### src/rtl/pipe_skid_reg.sv
// Pipeline-stage register with valid/ready handshake, one-entry skid buffer,
// synchronous flush and a saturating stall-cycle counter.
module pipe_skid_reg #(
    parameter int WIDTH       = 71,
    parameter bit ZERO_BUBBLE = 1'b1,
    parameter int CNT_W       = 16
) (
    input  logic             clk,
    input  logic             rst,
    input  logic             in_valid,
    input  logic [WIDTH-1:0] in_data,
    output logic             in_ready,
    output logic             out_valid,
    output logic [WIDTH-1:0] out_data,
    input  logic             out_ready,
    input  logic             flush,
    output logic [1:0]       occupancy,
    output logic [CNT_W-1:0] stall_cycles
);

    localparam logic [CNT_W-1:0] CNT_ONE = CNT_W'(1);
    localparam logic [CNT_W-1:0] CNT_MAX = {CNT_W{1'b1}};

    logic             main_valid_q, main_valid_d;
    logic             skid_valid_q, skid_valid_d;
    logic [WIDTH-1:0] main_q, main_d;
    logic [WIDTH-1:0] skid_q, skid_d;
    logic [CNT_W-1:0] stall_q, stall_d;
    logic             accept_s;
    logic             consume_s;

    // State register: valid bits and counter carry reset, payloads do not.
    always_ff @(posedge clk) begin
        if (rst) begin
            main_valid_q <= 1'b0;
            skid_valid_q <= 1'b0;
            stall_q      <= {CNT_W{1'b0}};
        end else begin
            main_valid_q <= main_valid_d;
            skid_valid_q <= skid_valid_d;
            stall_q      <= stall_d;
        end
    end

    // Payload registers.
    always_ff @(posedge clk) begin
        main_q <= main_d;
        skid_q <= skid_d;
    end

    // Next-state logic; the (main,skid) valid pair is the state encoding.
    always_comb begin
        accept_s     = in_valid & ~skid_valid_q;
        consume_s    = main_valid_q & out_ready;
        main_valid_d = main_valid_q;
        skid_valid_d = skid_valid_q;
        main_d       = main_q;
        skid_d       = skid_q;
        if (main_valid_q && !out_ready && (stall_q != CNT_MAX)) begin
            stall_d = stall_q + CNT_ONE;
        end else begin
            stall_d = stall_q;
        end
        if (flush) begin
            main_valid_d = 1'b0;
            skid_valid_d = 1'b0;
        end else begin
            case ({main_valid_q, skid_valid_q})
                2'b00: begin
                    if (accept_s) begin
                        main_d       = in_data;
                        main_valid_d = 1'b1;
                    end else begin
                        main_valid_d = 1'b0;
                    end
                end
                2'b10: begin
                    if (consume_s && accept_s) begin
                        main_d = in_data;
                    end else if (consume_s) begin
                        main_valid_d = 1'b0;
                    end else if (accept_s) begin
                        skid_d       = in_data;
                        skid_valid_d = 1'b1;
                    end else begin
                        main_valid_d = 1'b1;
                    end
                end
                2'b11: begin
                    if (consume_s) begin
                        main_d       = skid_q;
                        skid_valid_d = 1'b0;
                    end else begin
                        skid_valid_d = 1'b1;
                    end
                end
                default: begin
                    // Illegal (0,1) pair: recover to EMPTY.
                    main_valid_d = 1'b0;
                    skid_valid_d = 1'b0;
                end
            endcase
        end
    end

    // Outputs depend only on registered state; no path from out_ready.
    always_comb begin
        in_ready     = ~skid_valid_q;
        out_valid    = main_valid_q;
        occupancy    = {1'b0, main_valid_q} + {1'b0, skid_valid_q};
        stall_cycles = stall_q;
        if (ZERO_BUBBLE && !main_valid_q) begin
            out_data = {WIDTH{1'b0}};
        end else begin
            out_data = main_q;
        end
    end

endmodule

### config.mk
export PLATFORM = sky130hd
export DESIGN_NAME = pipe_skid_reg
export DESIGN_NICKNAME = d
export VERILOG_FILES = /design/src/rtl/pipe_skid_reg.sv
export SDC_FILE = /design/constraint.sdc
export NUM_CORES = 1
export LEC_CHECK = 0
export ABC_AREA = 0
export CORE_MARGIN = 5
export CORE_UTILIZATION = 45
export DETAILED_ROUTE_END_ITERATION = 12
export PLACE_DENSITY = 0.74
export SYNTH_ARGS = -nofsm -noshare
export SYNTH_HDL_FRONTEND = slang
export SYNTH_SLANG_ARGS = --single-unit
### constraint.sdc
create_clock -name clk -period 20.1 [get_ports clk]
set_input_delay 2.01 -clock clk [delete_from_list [all_inputs] [get_ports clk]]
set_output_delay 2.01 -clock clk [all_outputs]
set_load 0.02 [all_outputs]
==> qor.txt <==
Core Box Area -> 14480 um^2
Measured slew at the worst slew-check pin -> 1.034 ns
Ys Warns -> 0
CTS Root Cell -> clkbuf_16
Required time of the critical path -> 18.09 ns
Slew Limit Fails -> 0
Max VDD drop -> 0.04758 mV
Residual DRC -> 0
Post-Syn Nets -> 508
Via-to-Cell Ratio -> 5.265
IO Port Bufs -> 166
GRT Max-Usage Layer -> met2
GR Util met1 -> 0.2091
Antenna Violating Nets Remaining -> 0
Largest net degree at the start of global routing -> 82
Fillers -> 1096
CTS tree -> yes
Data arrival, critical path -> 2.60 ns
Dpl hpwl -> 9.503 mm
Combinational Power Share -> 0.080
LEAKAGE -> 3.029 nW
Initial Util -> 0.4577
Setup_tns -> 0 ns
Register share of total power -> 0.494
Iteration-0 DRC Markers -> 323
CP Max Fanout -> 76
Site row count -> 44
Met3 usage in global routing -> 0.06613
Die width -> 131.4 um
Minimum clock period -> 4.614 ns
Yosys top cell area share -> 0.6434
Period utilisation layout -> 0.2296
Reg area -> 4626 um^2
Multi-input logic area -> 1919 um^2
Power Dens Cells -> 84.47 nW/um^2
Final #Nets -> 677
Ys async rst share -> 0
Post-CTS Hold Buffers -> 0
Fmax -> 0.2167 GHz
Clk slew on worst S/H paths -> 0.06 ns
Synth cell count leaders -> edfxtp_1, mux2_2, and2_1
EDFF count, synth -> 142
Vias in the first global route -> 4342
Final hold vios -> 0
Worst Clk Skew -> 0.01304 ns
Global-route wire length before repair -> 23.14 mm
Max-cap violations -> 0
GRT Total Usage -> 0.1674
Final setup viols -> 0
GR Overflow Total -> 0
Die Height -> 131.4 um
Pint -> 0.0006147 W
Area leader, netlist -> edfxtp_1
Clk sinks -> 160
Seq cells post-synth -> 160
Synth Area per Inst -> 15.52 um^2
Cell variety after synth -> 37
Vias -> 4175
Post-Synthesis Cell Area -> 6628 um^2
Slew headroom -> 0.3107
Die ar. -> 17260 um^2
M2 GR Usage -> 0.2700
Min Hold Slack -> 0.5429 ns
Most common flop cell mapped by yosys -> edfxtp_1
Area growth syn-to-layout -> 37.23%
Critical path class -> reg2out
Initial antenna violation count -> 0
CTS Buffer Depth -> 2
RePlAce Congestion -> 0.8404
Most common cell in the synthesized netlist -> edfxtp_1
Routed Wire Length -> 14.66 mm
Post-Syn Instances -> 427
Wire per inst -> 18.49 um
Max H-tree Level -> 4
I/O pins -> 167
Post-CTS Resized -> 0
DR pass1 iterations -> 5
Setup Buffers After CTS -> 0
Status -> complete, no violations
Sequential-to-total area share from yosys stat -> 0.6978
Area contributors post-synth -> edfxtp_1, mux2_2, and2_1, dfxtp_1, a21oi_1
Share of layout cells above drive strength 1 -> 0.1856
Worst Setup Start Kind -> register
Crit end category -> output port
TritonCTS Buffers -> 17
Worst Hold Class -> reg2reg
NetSw -> 0.0001536 W
Diodes inserted -> 0
Unrepaired setup endpoints after global routing -> no
Switching portion of total power -> 0.1999
Clock share of power -> 0.426
Worst skew pair latency -> 0.42 ns
[cells in the final DEF (no fill, tap or decap), types with 2 or more instances in the layout]
cell             synthesis  final
clkdlybuf4s50_1          0    166
nor3_1                   2      2
ha_1                     5      4
mux2_2                  73     73
clkbuf_1                18      2
nor4_1                   4      3
inv_1                    7      7
or4_1                    7      7
clkinv_1                 0      3
buf_4                    1      4
nor4_2                   1      2
nand2b_1                 4      4
nor2_1                   9      9
o31ai_1                  6      6
a21oi_1                 14     14
clkinv_2                 0      4
clkbuf_16                0     17
or3_1                    3      3
clkinv_4                 0      2
nand4_1                  5      5
and4_1                   2      2
edfxtp_1               142    142
nand3_1                  4      4
nor2b_1                  4      4
o21ai_0                  3      3
nand2_1                  9      9
dfxtp_1                 18     17
bufinv_16                0      4
and2_1                  71     71
[layout make-up]
cell class / count / area share
inverter: 7 / 0.002889
timing repair buffer: 170 / 0.1860
clock buffer: 19 / 0.04760
multi-input combinational: 240 / 0.2110
tap: 184 / 0.02531
sequential: 160 / 0.5086
clock inverter: 13 / 0.01857
[power by group through the flow]
stage                     Combinational [W]  Clock (W)  Sequential (W)
after floorplan                   0.0000272          0        0.000388
after global placement            0.0000606          0        0.000386
after detailed placement          0.0000623          0        0.000386
after CTS                         0.0000628   0.000333        0.000380
after global routing              0.0000661   0.000348        0.000380
final                             0.0000618   0.000327        0.000379
[cells by family (layout without fill, tap and decap cells)]
kind of cell | after synthesis | after routing | share of synthesized area
flip-flops | 160 | 160 | 0.6978
AO/OA/AOI/OAI | 29 | 29 | 0.02756
multiplexers | 74 | 74 | 0.1255
adder cells (fa/ha/maj) | 5 | 5 | 0.009439
AND/OR/NAND/NOR | 131 | 131 | 0.1223
XOR/XNOR | 1 | 1 | 0.001322
buffers and inverters | 27 | 209 | 0.01605
[state kept, by name, indices dropped and copies added, names as in the netlist]
register      count
out_valid         1
stall_cycles     16
skid_valid_q      1
main_q           71
skid_q           71
[metrics by stage]
| step | util | instances | total power, W | instance area, um^2 | worst slack [ns] |
|---|---|---|---|---|---|
| floorplan | - | 427 | 0.0004152 | 6628 | 10.34 |
| global placement | 0.5866 | 761 | 0.0004467 | 8493 | 15.76 |
| detailed placement | 0.5866 | 761 | 0.0004487 | 8493 | 15.63 |
| CTS | 0.6282 | 793 | 0.0007758 | 9095 | 15.49 |
| global route | 0.6282 | 793 | 0.0007946 | 9095 | 15.37 |
| finish | 0.6282 | 793 | 0.0007683 | 9095 | 15.49 |
[worst max-delay path, cell delays in order, from the launching register on]
cell             delay, ns
dfxtp_1               0.44
ha_4                  0.16
buf_4                 0.71
clkdlybuf4s50_1       0.77
[per-layer routing]
metal	share of wire	wire, um
met1	0.42	6092
met2	0.49	7250
met3	0.082	1209
met4	0.0074	108
met5	0	0
[final timing paths]
path	depth (start not counted)	slack (ns)	end	startpoint
hold reg to reg	1	0.54	main_q[26]	skid_q[26]
setup / recovery	3	15.49	occupancy[1]	skid_valid_q
hold / removal	1	0.54	main_q[26]	skid_q[26]
setup reg to reg	6	17.12	main_q[19]	out_valid
Power figures use the tool's default switching activity.
